==> config.mk <==
export PLATFORM = sky130hd
export DESIGN_NAME = delay_line_prog
export DESIGN_NICKNAME = d
export VERILOG_FILES = /design/src/rtl/delay_line_prog.sv
export SDC_FILE = /design/constraint.sdc
export NUM_CORES = 1
export LEC_CHECK = 0
export CAP_MARGIN = 10
export CORE_AREA = 2 2 259 261
export DETAILED_ROUTE_END_ITERATION = 8
export DIE_AREA = 0 0 261 263
export GPL_ROUTABILITY_DRIVEN = 0
export GPL_TIMING_DRIVEN = 0
export PLACE_DENSITY = 0.66
export SLEW_MARGIN = 20
export SYNTH_ARGS = -nofsm -noshare
export SYNTH_HDL_FRONTEND = slang
export SYNTH_SLANG_ARGS = --single-unit
==> constraint.sdc <==
create_clock -name clk -period 24.5 [get_ports clk]
set_input_delay 4.9 -clock clk [delete_from_list [all_inputs] [get_ports clk]]
set_output_delay 4.9 -clock clk [all_outputs]
set_load 0.05 [all_outputs]
==> src/rtl/delay_line_prog.sv <==
// Multi-channel programmable delay line with clock enable, fill-valid tracking and clamped delay reload.
// Optional DELAY_SYNC_EN adds a two-flop input synchroniser ahead of the delay stages.
module delay_line_prog #(
  parameter int unsigned WIDTH       = 1,
  parameter int unsigned NCH         = 32,
  parameter int unsigned MAX_DEPTH   = 16,
  parameter int unsigned DLY_W       = 5,
  parameter int unsigned DEFAULT_DLY = 1
) (
  input  logic                   clk,
  input  logic                   rst,
  input  logic                   en,
  input  logic [NCH*WIDTH-1:0]   din,
  input  logic [DLY_W-1:0]       dly,
  input  logic                   dly_load,
  output logic [NCH*WIDTH-1:0]   dout,
  output logic                   dout_valid,
  output logic [DLY_W-1:0]       dly_cur,
  output logic                   dly_err
);

  localparam int unsigned BUS_W  = NCH * WIDTH;
  localparam int unsigned FILL_W = $clog2(MAX_DEPTH + 2);

  logic [BUS_W-1:0]  din_s;
  logic [BUS_W-1:0]  stage_q [MAX_DEPTH];
  logic [BUS_W-1:0]  stage_d [MAX_DEPTH];
  logic [BUS_W-1:0]  dout_q, dout_d;
  logic [BUS_W-1:0]  tap;
  logic [FILL_W-1:0] fill_q, fill_d, fill_tgt;
  logic              valid_q, valid_d;
  logic [DLY_W-1:0]  dly_cur_q, dly_cur_d;
  logic              err_q, err_d;

`ifdef DELAY_SYNC_EN
  logic [BUS_W-1:0] sync1_q, sync2_q;

  // Free-running synchroniser: not gated by en, so it keeps sampling while the line is stalled.
  always_ff @(posedge clk or posedge rst) begin
    if (rst) begin
      sync1_q <= '0;
      sync2_q <= '0;
    end else begin
      sync1_q <= din;
      sync2_q <= sync1_q;
    end
  end

  assign din_s = sync2_q;
`else
  assign din_s = din;
`endif

  // Output tap selected by the delay in effect before this edge.
  always_comb begin
    tap = din_s;
    for (int unsigned i = 0; i < MAX_DEPTH; i++) begin
      if (dly_cur_q == DLY_W'(i + 1)) tap = stage_q[i];
    end
  end

  always_comb begin
    stage_d   = stage_q;
    dout_d    = dout_q;
    fill_d    = fill_q;
    valid_d   = valid_q;
    dly_cur_d = dly_cur_q;
    err_d     = 1'b0;
    fill_tgt  = FILL_W'(dly_cur_q) + FILL_W'(1);

    if (en) begin
      stage_d[0] = din_s;
      for (int unsigned i = 1; i < MAX_DEPTH; i++) stage_d[i] = stage_q[i-1];
      dout_d = tap;
      if (fill_q < fill_tgt) fill_d = fill_q + FILL_W'(1);
      valid_d = (fill_d == fill_tgt);
    end

    // A load overrides fill tracking even on an enabled edge; the shift above still used the old delay.
    if (dly_load) begin
      err_d     = (dly > DLY_W'(MAX_DEPTH));
      dly_cur_d = err_d ? DLY_W'(MAX_DEPTH) : dly;
      fill_d    = '0;
      valid_d   = 1'b0;
    end
  end

  always_ff @(posedge clk or posedge rst) begin
    if (rst) begin
      for (int unsigned i = 0; i < MAX_DEPTH; i++) stage_q[i] <= '0;
      dout_q    <= '0;
      fill_q    <= '0;
      valid_q   <= 1'b0;
      dly_cur_q <= DLY_W'(DEFAULT_DLY);
      err_q     <= 1'b0;
    end else begin
      stage_q   <= stage_d;
      dout_q    <= dout_d;
      fill_q    <= fill_d;
      valid_q   <= valid_d;
      dly_cur_q <= dly_cur_d;
      err_q     <= err_d;
    end
  end

  assign dout       = dout_q;
  assign dout_valid = valid_q;
  assign dly_cur    = dly_cur_q;
  assign dly_err    = err_q;

endmodule

==> out/summary.json <==
{
  "status": "completed",
  "synth.yosys.warnings": 0,
  "stdcell_area_um2": 30200,
  "antenna-diode-count": 0,
  "post_synth_main_area_contributors": "sky130_fd_sc_hd__dfrtp_1 53%, sky130_fd_sc_hd__mux2_2 22%, sky130_fd_sc_hd__o21ai_0 3.0%, sky130_fd_sc_hd__a21oi_1 2.3%, sky130_fd_sc_hd__clkbuf_1 1.9%",
  "die-area_um2": 68600,
  "placed_area_um2": 28200,
  "synthMostInstantiatedCell": "sky130_fd_sc_hd__dfrtp_1",
  "overall_track_demand_over_capacity_in_global_routing_pct": 25.7,
  "synthDistinctLibCells": 70,
  "synth_area_in_simple_gates_pct": 6.60,
  "synth_compound_area_share_pct": 14.0,
  "synth_enable_flop_cells": 0,
  "placementRows": 94,
  "area_growth_from_synthesis_to_final_layout_pct": 15.2,
  "cts-root-buf": "sky130_fd_sc_hd__clkbuf_16",
  "route.antenna.remaining_nets": 0,
  "path_cells": "clkdlybuf4s50_1, clkbuf_1, clkbuf_1, clkbuf_1, o211ai_1, o21ai_0, o21ai_0",
  "core_area_um2": 65600,
  "yosys.area.top_type_share_pct": 53.0,
  "timing.final.max_slew_violations": 0,
  "m1WireLength_um": 35700,
  "place.port_buffers": 78,
  "hold_viol_final": 0,
  "synth_sequential_area_ratio_pct": 53.1,
  "rsz0062_at_grt": "false",
  "drtPass1Iterations": 6,
  "top_layer_used": "met5",
  "dr.first_iter.drc_count": 2374,
  "synthesized_area_fraction_occupied_by_xor_and_xnor_cells_pct": 0.401,
  "dr_wl_met3_um": 7680,
  "grt_first_pass_wirelength_um": 133000,
  "synth.ff_latch_count": 556,
  "start_util_pct": 39.9,
  "yosys.area.top_type": "sky130_fd_sc_hd__dfrtp_1",
  "mappedNetlistNets": 2290,
  "syn_area_um2": 26200,
  "worst_skew_pair.late_latency_ns": 0.65,
  "fmaxAchievable_mhz": 129,
  "clockBufferDepth": 3,
  "drt_drc_violations_left": 0,
  "timing.critical_path.to_type": "flip-flop",
  "timing.critical_path.mode_cell": "sky130_fd_sc_hd__clkbuf_1",
  "grt_antenna_before_repair": 2,
  "mux_contribution_to_synthesized_area_pct": 22.3,
  "vias_per_cell": 6.12,
  "clock-sinks": 556,
  "power.leakage_uw": 0.0123,
  "cap_viol_max_count": 0,
  "critPathSlowestCell": "sky130_fd_sc_hd__clkbuf_1",
  "cts.reportedPaths.clkPinSlew_ns": 0.06,
  "vias": 20200,
  "floorplan.die.height_um": 263,
  "post-cts-setup-buffers": 0,
  "finalCritPeriodShare_pct": 31.6,
  "worstPathArrival_ns": 8.23,
  "grt_pass1_vias": 20400,
  "tritoncts.num_buffers": 58,
  "combinational_family_with_the_most_area_after_synthesis": "multiplexers",
  "syn-instance-count": 2239,
  "cts_tree": "done",
  "crit_type": "primary input to flip-flop",
  "power.density_cell_area_nw_per_um2": 103,
  "timing.slew.headroom_pct": 19.4,
  "fin_crit_ns": 7.75,
  "finalWirelength_um": 88400,
  "syn_area_per_cell_um2": 11.7,
  "max-vdd-ir-drop_uv": 59.7,
  "die_width_um": 261,
  "synth-main-ff-cell": "sky130_fd_sc_hd__dfrtp_1",
  "grt_start_max_net_pins": 109,
  "pin_count": 80,
  "async_reset_ff_share_pct": 100,
  "setup_viol": 0,
  "critical_path_data_required_time_ns": 24.98,
  "post_cts.resized_instances": 0,
  "wl_met2_um": 40200,
  "post_cts_hold_buffer_count": 0,
  "synth.top_cells.by_count": "555 x sky130_fd_sc_hd__dfrtp_1, 502 x sky130_fd_sc_hd__mux2_2, 157 x sky130_fd_sc_hd__o21ai_0, 130 x sky130_fd_sc_hd__clkbuf_1, 126 x sky130_fd_sc_hd__nor2_1",
  "worst-path-max-fanout": 10,
  "ctsHtreeMaxLevel": 2,
  "worst-slew-pin-transition_ns": 1.20,
  "timing.critical_path.from_type": "primary input",
  "post_route_cells_drive_above_1_share_pct": 26.0,
  "hold_path.class": "flip-flop to flip-flop",
  "design_power_total_uw": 3110,
  "grt_overflow_total": 0,
  "dpl.hpwl_um": 64300,
  "worst_stage_delay_on_the_critical_path_ns": 0.78,
  "synthAdderAreaFrac_pct": 0.477,
  "layout.nets": 2433,
  "timing.clock.skew_ns": 0.0188,
  "routed_wire_length_per_instance_um": 26.8
}
-- where the power goes --
group / total (uW) / switching, uW / internal (uW)
registers: 1530 / 287 / 1250
clock network: 930 / 379 / 551
logic: 648 / 313 / 335
total: 3110 / 979 / 2130
-- cell usage in the layout, fill, tap and decap left out, types with 20 or more instances in the layout --
master / netlist / layout
sky130_fd_sc_hd__a211oi_1: 25 / 25
sky130_fd_sc_hd__a21oi_1: 122 / 122
sky130_fd_sc_hd__a221oi_1: 43 / 43
sky130_fd_sc_hd__a22oi_1: 23 / 23
sky130_fd_sc_hd__and3_1: 24 / 24
sky130_fd_sc_hd__clkbuf_1: 130 / 150
sky130_fd_sc_hd__clkbuf_16: 0 / 61
sky130_fd_sc_hd__clkdlybuf4s50_1: 0 / 78
sky130_fd_sc_hd__dfrtp_1: 555 / 555
sky130_fd_sc_hd__inv_1: 29 / 28
sky130_fd_sc_hd__mux2_2: 502 / 502
sky130_fd_sc_hd__mux2i_1: 20 / 20
sky130_fd_sc_hd__nand2_1: 121 / 121
sky130_fd_sc_hd__nor2_1: 126 / 126
sky130_fd_sc_hd__nor3_1: 25 / 25
sky130_fd_sc_hd__o21ai_0: 157 / 156
sky130_fd_sc_hd__o22a_1: 22 / 22
sky130_fd_sc_hd__o22ai_1: 66 / 66
-- logic make-up after synthesis --
kind of cell,Yosys count
buf+inv,195
mux,522
compound gates,573
simple gates,371
xor+xnor,12
flops,556
fa+ha+maj,10
-- per-layer routing --
metal | vias to the layer above | GRT usage, %
met4 | 2 | 13.5
met2 | 1117 | 39.7
li1 | 8608 | -
met5 | - | 0
met3 | 307 | 5.60
met1 | 10100 | 33.8
-- area by class of cell --
cell class	instances	area (um2)
clock inverter	14	223
clock buffer	93	1760
fill	5987	35400
multi-input combinational	1488	11500
inverter	29	116
sequential	556	13900
timing repair buffer	83	918
tap	864	1080
buffer	166	701
-- flip-flops by register name, indices dropped and copies added (netlist names) --
| signal | cells |
|---|---|
| dout_valid | 1 |
| fill_q | 5 |
| dly_err | 1 |
| dly_cur | 5 |
| stage_q | 512 |
| dout | 32 |
-- metrics by stage --
stage	setup TNS (ns)	utilization (%)	hold WS, ns	cells	worst slack (ns)
2_1_floorplan	0	-	0.465	2239	4.05
3_3_place_gp	-1068.44	42.8	0.482	3181	-1.99
3_5_place_dp	0	43.0	0.490	3186	16.14
4_1_cts	0	46.0	0.504	3293	16.81
5_1_grt	0	46.0	0.519	3293	16.74
6_report	0	46.0	0.498	3293	16.75
-- final timing paths --
check / startpoint / endpoint / slack (ns) / cells after the start
max in group asynchronous: rst / stage_q[321]$_DFFE_PP0P_ / 18.38 / 4
setup / recovery: en / dout[13]$_DFFE_PP0P_ / 16.75 / 7
hold reg to reg: dout[27]$_DFFE_PP0P_ / dout[27]$_DFFE_PP0P_ / 0.50 / 2
setup reg to reg: dly_cur[0]$_DFFE_PP1P_ / dout[0]$_DFFE_PP0P_ / 19.05 / 13
min in group asynchronous: rst / stage_q[79]$_DFFE_PP0P_ / 4.70 / 2
hold / removal: dout[27]$_DFFE_PP0P_ / dout[27]$_DFFE_PP0P_ / 0.50 / 2
-- critical path: cells and delay by family --
family                 cells  cell delay (ns)
AOI/OAI and AO/OA          3             0.55
buffers and inverters      4             2.77
(Power assumes the default switching activity.)
